==> config.mk <==
export PLATFORM = sky130hd
export DESIGN_NAME = sort_stream_bridge
export DESIGN_NICKNAME = d
export VERILOG_FILES = /design/src/rtl/sort_stream_bridge.sv
export SDC_FILE = /design/constraint.sdc
export NUM_CORES = 1
export LEC_CHECK = 0
export BUFFER_PORTS_ARGS = -buffer_cell sky130_fd_sc_hd__buf_4
export CORE_MARGIN = 1
export CORE_UTILIZATION = 55
export CTS_BUF_LIST = sky130_fd_sc_hd__clkbuf_8
export DETAILED_ROUTE_END_ITERATION = 8
export GPL_ROUTABILITY_DRIVEN = 0
export PLACE_DENSITY = 0.83
export REMOVE_ABC_BUFFERS = 1
export SYNTH_ARGS = -nofsm -noshare
export SYNTH_HDL_FRONTEND = slang
export SYNTH_SLANG_ARGS = --single-unit
==> constraint.sdc <==
create_clock -name clk -period 3.13 [get_ports clk]
set_input_delay 0.4695 -clock clk [delete_from_list [all_inputs] [get_ports clk]]
set_output_delay 0.4695 -clock clk [all_outputs]
set_load 0.05 [all_outputs]
==> src/rtl/sort_stream_bridge.sv <==
// Byte-stream front end for the 4-entry byte sorter: packs four input bytes into a
// frame, runs one start/done exchange with the sorter, then streams the sorted bytes out.
module sort_stream_bridge #(
  parameter int DATA_W  = 8,
  parameter int TIMEOUT = 32
) (
  input  logic              clk,
  input  logic              reset,
  input  logic              in_valid,
  input  logic [DATA_W-1:0] in_data,
  output logic              in_ready,
  output logic              sort_start,
  output logic [DATA_W-1:0] sort_data_0,
  output logic [DATA_W-1:0] sort_data_1,
  output logic [DATA_W-1:0] sort_data_2,
  output logic [DATA_W-1:0] sort_data_3,
  input  logic              sort_done,
  input  logic [DATA_W-1:0] sort_result_0,
  input  logic [DATA_W-1:0] sort_result_1,
  input  logic [DATA_W-1:0] sort_result_2,
  input  logic [DATA_W-1:0] sort_result_3,
  output logic              out_valid,
  output logic [DATA_W-1:0] out_data,
  input  logic              out_ready,
  output logic              out_last,
  output logic              busy,
  output logic              timeout_err,
  output logic [7:0]        frame_cnt
);

  localparam int CNT_W = (TIMEOUT > 2) ? $clog2(TIMEOUT) : 1;
  localparam logic [CNT_W-1:0] TMO_LAST = CNT_W'(TIMEOUT - 1);

  typedef enum logic [1:0] {S_COLLECT, S_ISSUE, S_WAIT, S_EMIT} state_e;

  state_e            state_q, state_d;
  logic [1:0]        idx_q, idx_d;
  logic [DATA_W-1:0] frame_q [4];
  logic [DATA_W-1:0] frame_d [4];
  logic [DATA_W-1:0] buf_q [4];
  logic [DATA_W-1:0] buf_d [4];
  logic [CNT_W-1:0]  tmo_q, tmo_d;
  logic              timeout_err_q, timeout_err_d;
  logic [7:0]        frame_cnt_q, frame_cnt_d;
  logic              done_q;
  logic              done_rise;

  // Only a fresh 0->1 of the done level counts; a level left over from the last frame is ignored.
  assign done_rise = sort_done && !done_q;

  always_ff @(posedge clk or posedge reset) begin
    if (reset) begin
      state_q       <= S_COLLECT;
      idx_q         <= '0;
      frame_q       <= '{default: '0};
      buf_q         <= '{default: '0};
      tmo_q         <= '0;
      timeout_err_q <= 1'b0;
      frame_cnt_q   <= '0;
      done_q        <= 1'b0;
    end else begin
      state_q       <= state_d;
      idx_q         <= idx_d;
      frame_q       <= frame_d;
      buf_q         <= buf_d;
      tmo_q         <= tmo_d;
      timeout_err_q <= timeout_err_d;
      frame_cnt_q   <= frame_cnt_d;
      done_q        <= sort_done;
    end
  end

  always_comb begin
    state_d = state_q;
    unique case (state_q)
      S_COLLECT: if (in_valid && idx_q == 2'd3) state_d = S_ISSUE;
      S_ISSUE:   state_d = S_WAIT;
      S_WAIT: begin
        if (done_rise)             state_d = S_EMIT;
        else if (tmo_q == TMO_LAST) state_d = S_COLLECT;
      end
      S_EMIT:    if (out_ready && idx_q == 2'd3) state_d = S_COLLECT;
    endcase
  end

  always_comb begin
    idx_d         = idx_q;
    frame_d       = frame_q;
    buf_d         = buf_q;
    tmo_d         = tmo_q;
    timeout_err_d = timeout_err_q;
    frame_cnt_d   = frame_cnt_q;
    unique case (state_q)
      S_COLLECT: begin
        if (in_valid) begin
          frame_d[idx_q] = in_data;
          idx_d          = idx_q + 2'd1;
        end
      end
      S_ISSUE: tmo_d = '0;
      S_WAIT: begin
        tmo_d = tmo_q + CNT_W'(1);
        if (done_rise) begin
          buf_d = '{sort_result_0, sort_result_1, sort_result_2, sort_result_3};
        end else if (tmo_q == TMO_LAST) begin
          timeout_err_d = 1'b1;
        end
      end
      S_EMIT: begin
        if (out_ready) begin
          idx_d = idx_q + 2'd1;
          if (idx_q == 2'd3) frame_cnt_d = frame_cnt_q + 8'd1;
        end
      end
    endcase
  end

  always_comb begin
    in_ready    = (state_q == S_COLLECT);
    sort_start  = (state_q == S_ISSUE);
    out_valid   = (state_q == S_EMIT);
    out_data    = '0;
    out_last    = 1'b0;
    if (state_q == S_EMIT) begin
      out_data = buf_q[idx_q];
      out_last = (idx_q == 2'd3);
    end
    busy        = (state_q != S_COLLECT) || (idx_q != 2'd0);
    sort_data_0 = frame_q[0];
    sort_data_1 = frame_q[1];
    sort_data_2 = frame_q[2];
    sort_data_3 = frame_q[3];
    timeout_err = timeout_err_q;
    frame_cnt   = frame_cnt_q;
  end

endmodule

==> reports/results.ini <==
[synth]
synth_top_area_share=0.549
syn_inst=256
synthFlopType=dfrtp_1
synth_area_per_cell_um2=14.8
ys_ff_latch=83
ys_seq_area_frac=0.549
synth_compound_area_frac=0.0258
netlist-cell-type-count=35
synth_simple_gate_area_frac=0.0595
synthArstFlopShare=1.00
yosys-top-cells-area=dfrtp_1, mux2_4, mux2_2
synth_fa_ha_area_frac=0.0364
yosysWarnings=0
synth_top_family_by_area=multiplexers
synthMuxAreaShare=0.273
yosys.area.top_type=dfrtp_1
synth_xor_xnor_area_share=0.0185
synth-edff-count=0
syn_area_um2=3780

[timing]
clock_skew_ns=0.00576
final_hold_viol_count=0
post-route-min-period_ns=2.51
finalSetupViolCount=0
maxSlewHeadroom=0.589
tightestPinTransition_ns=0.617
report.final.slew_viol_count=0
setup_tns_ns=0
max_freq_ghz=0.399
rsz0062_at_grt=false
fin_crit_sh=0.801

[floorplan]
die_y_um=84.9
start_util=0.583
die_area_um2=7210
dieWidth_um=84.9
pin_count=99
row_count=29
core_um2=6490

[final_layout]
regArea_um2=2080
final_common_cell=buf_4
final_cell_mix=buf_4, dfrtp_1, mux2_2
layout-drive-gt1-share=0.532
multi_input_area_um2=1570
area_growth_syn_to_layout_pct=26.1
antenna_cells=0
nFillCells=432
fin_util=0.735
nNetsFinal=414

[setup_path]
cp_max_fo=11
cp.arrival_ns=2.04
critPathKind=reg -> out
endpoint_kind=output port
cp_data_required_time_ns=2.66
startpoint_type=flip-flop

[detailed_routing]
drt-initial-drc-count=85
firstDrtPassIters=6
drc_errors=8
viasPerCell=5.43
routedWlPerCell_um=17.0
ant_nets=0
drt-total-wl_um=7500
vias=2389

[worst_hold_path]
hold_path.class=in -> async

[cts]
clockRootBuffer=clkbuf_8
insertion_delay_ns=0.34
clk_pin_slew_ns=0.08
cts_setup_buffers=0
hold_buffers=0
cts_buffers=9
cts.sinks=83
cts_resized=0
max-clock-path-buffers=2
tritoncts=built
htree_levels=3

[place]
port_buffers=98
hpwl_um=5530

[outcome]
violations=DRC
outcome=finished, violations left

[global_routing]
grt_pass1_vias=2597
grt_first_pass_wirelength_um=12900
antenna_found_initial=0
grt_use_total=0.232
grt-ovfl-total=0
grt_start_max_net_pins=35

[job]
drv_cap=0

[power]
p_comb_frac=0.494
p_sw_mw=2.22
ir_worst_vdd_mv=0.528
internal-power_mw=3.15
leakage_nw=2.40
clkPwrFrac=0.159
p_sw_frac=0.413
cellPowerDensity_nw_per_um2=1120
p_seq_frac=0.347

through the flow:
stage / instances / power, mW / hold slack (ns) / setup slack (ns) / instance area, µm²
6_report: 440 / 5.37 / 0.0763 / 0.623 / 4770
5_1_grt: 440 / 5.64 / 0.0841 / 0.532 / 4770
4_1_cts: 440 / 5.40 / 0.0790 / 0.594 / 4770
3_5_place_dp: 424 / 4.54 / 0.449 / 0.922 / 4540
3_3_place_gp: 424 / 4.45 / 0.446 / 0.974 / 4540
2_1_floorplan: 246 / 3.78 / 0.471 / 0.524 / 3690
synth_stat cells (all sizes together), types with 2 or more instances:
master  number
nor2         7
nand2        7
and2         9
xnor2        6
xor2         2
mux2        65
nand3       11
a21oi        2
ha          11
o21ai        6
mux4         8
nand4        2
dfrtp       83
buf          6
inv         12
clkbuf       4
cell families after synthesis:
| group | Yosys count |
|---|---|
| AOI/OAI and AO/OA | 15 |
| xor gates and xnor gates | 8 |
| adders and majority gates | 11 |
| buffers and inverters | 22 |
| DFF | 83 |
| muxes | 74 |
| and+or+nand+nor | 43 |
worst paths after layout:
kind                                   start        endpoint  slack [ns]  cells past startpoint
worst max-delay path                idx_q[0]     out_data[3]        0.62                      3
worst min-delay path                   reset    frame_cnt[7]        0.08                      2
worst max register to register    state_q[0]       buf_q[18]        0.92                      6
worst min register to register  frame_cnt[7]    frame_cnt[7]        0.48                      1
max in group asynchronous              reset  sort_data_3[0]        2.32                      3
min in group clk                   sort_done          done_q        0.24                      1
routing by layer:
metal,vias up,global-route usage,part of all wire
met5,-,0,0
met4,0,0.0971,0.024
met3,14,0.0506,0.041
met2,68,0.383,0.51
met1,1205,0.299,0.43
li1,1102,-,-
worst max-delay path: stages, from the launching register on:
cell and delay, ns:
dfrtp_1 0.74, mux4_2 0.59, and2_1 0.18, buf_4 0.19
cell type report:
| class | count | share of cell area |
|---|---|---|
| sequential | 83 | 0.435 |
| timing repair buffer | 101 | 0.159 |
| inverter | 12 | 0.00970 |
| clock buffer | 11 | 0.0317 |
| multi-input combinational | 151 | 0.328 |
| tap | 77 | 0.0202 |
| clock inverter | 5 | 0.0160 |
power by group through the flow:
stage | registers [mW] | logic [mW] | clock network (mW)
4_1_cts | 1.86 | 2.67 | 0.867
2_1_floorplan | 2.53 | 1.25 | 0
3_5_place_dp | 1.87 | 2.67 | 0
5_1_grt | 1.92 | 2.79 | 0.927
3_3_place_gp | 1.85 | 2.60 | 0
6_report | 1.86 | 2.65 | 0.855
state kept, by name, indices dropped and copies added, names as in the netlist:
| register | cells |
|---|---|
| buf_q | 32 |
| frame_cnt | 8 |
| sort_data_0 | 8 |
| sort_data_1 | 8 |
| sort_data_2 | 8 |
| sort_data_3 | 8 |
| tmo_q | 5 |
| idx_q | 2 |
| state_q | 2 |
| done_q | 1 |
| timeout_err | 1 |
Note: power is estimated with default switching activity, not from simulation.
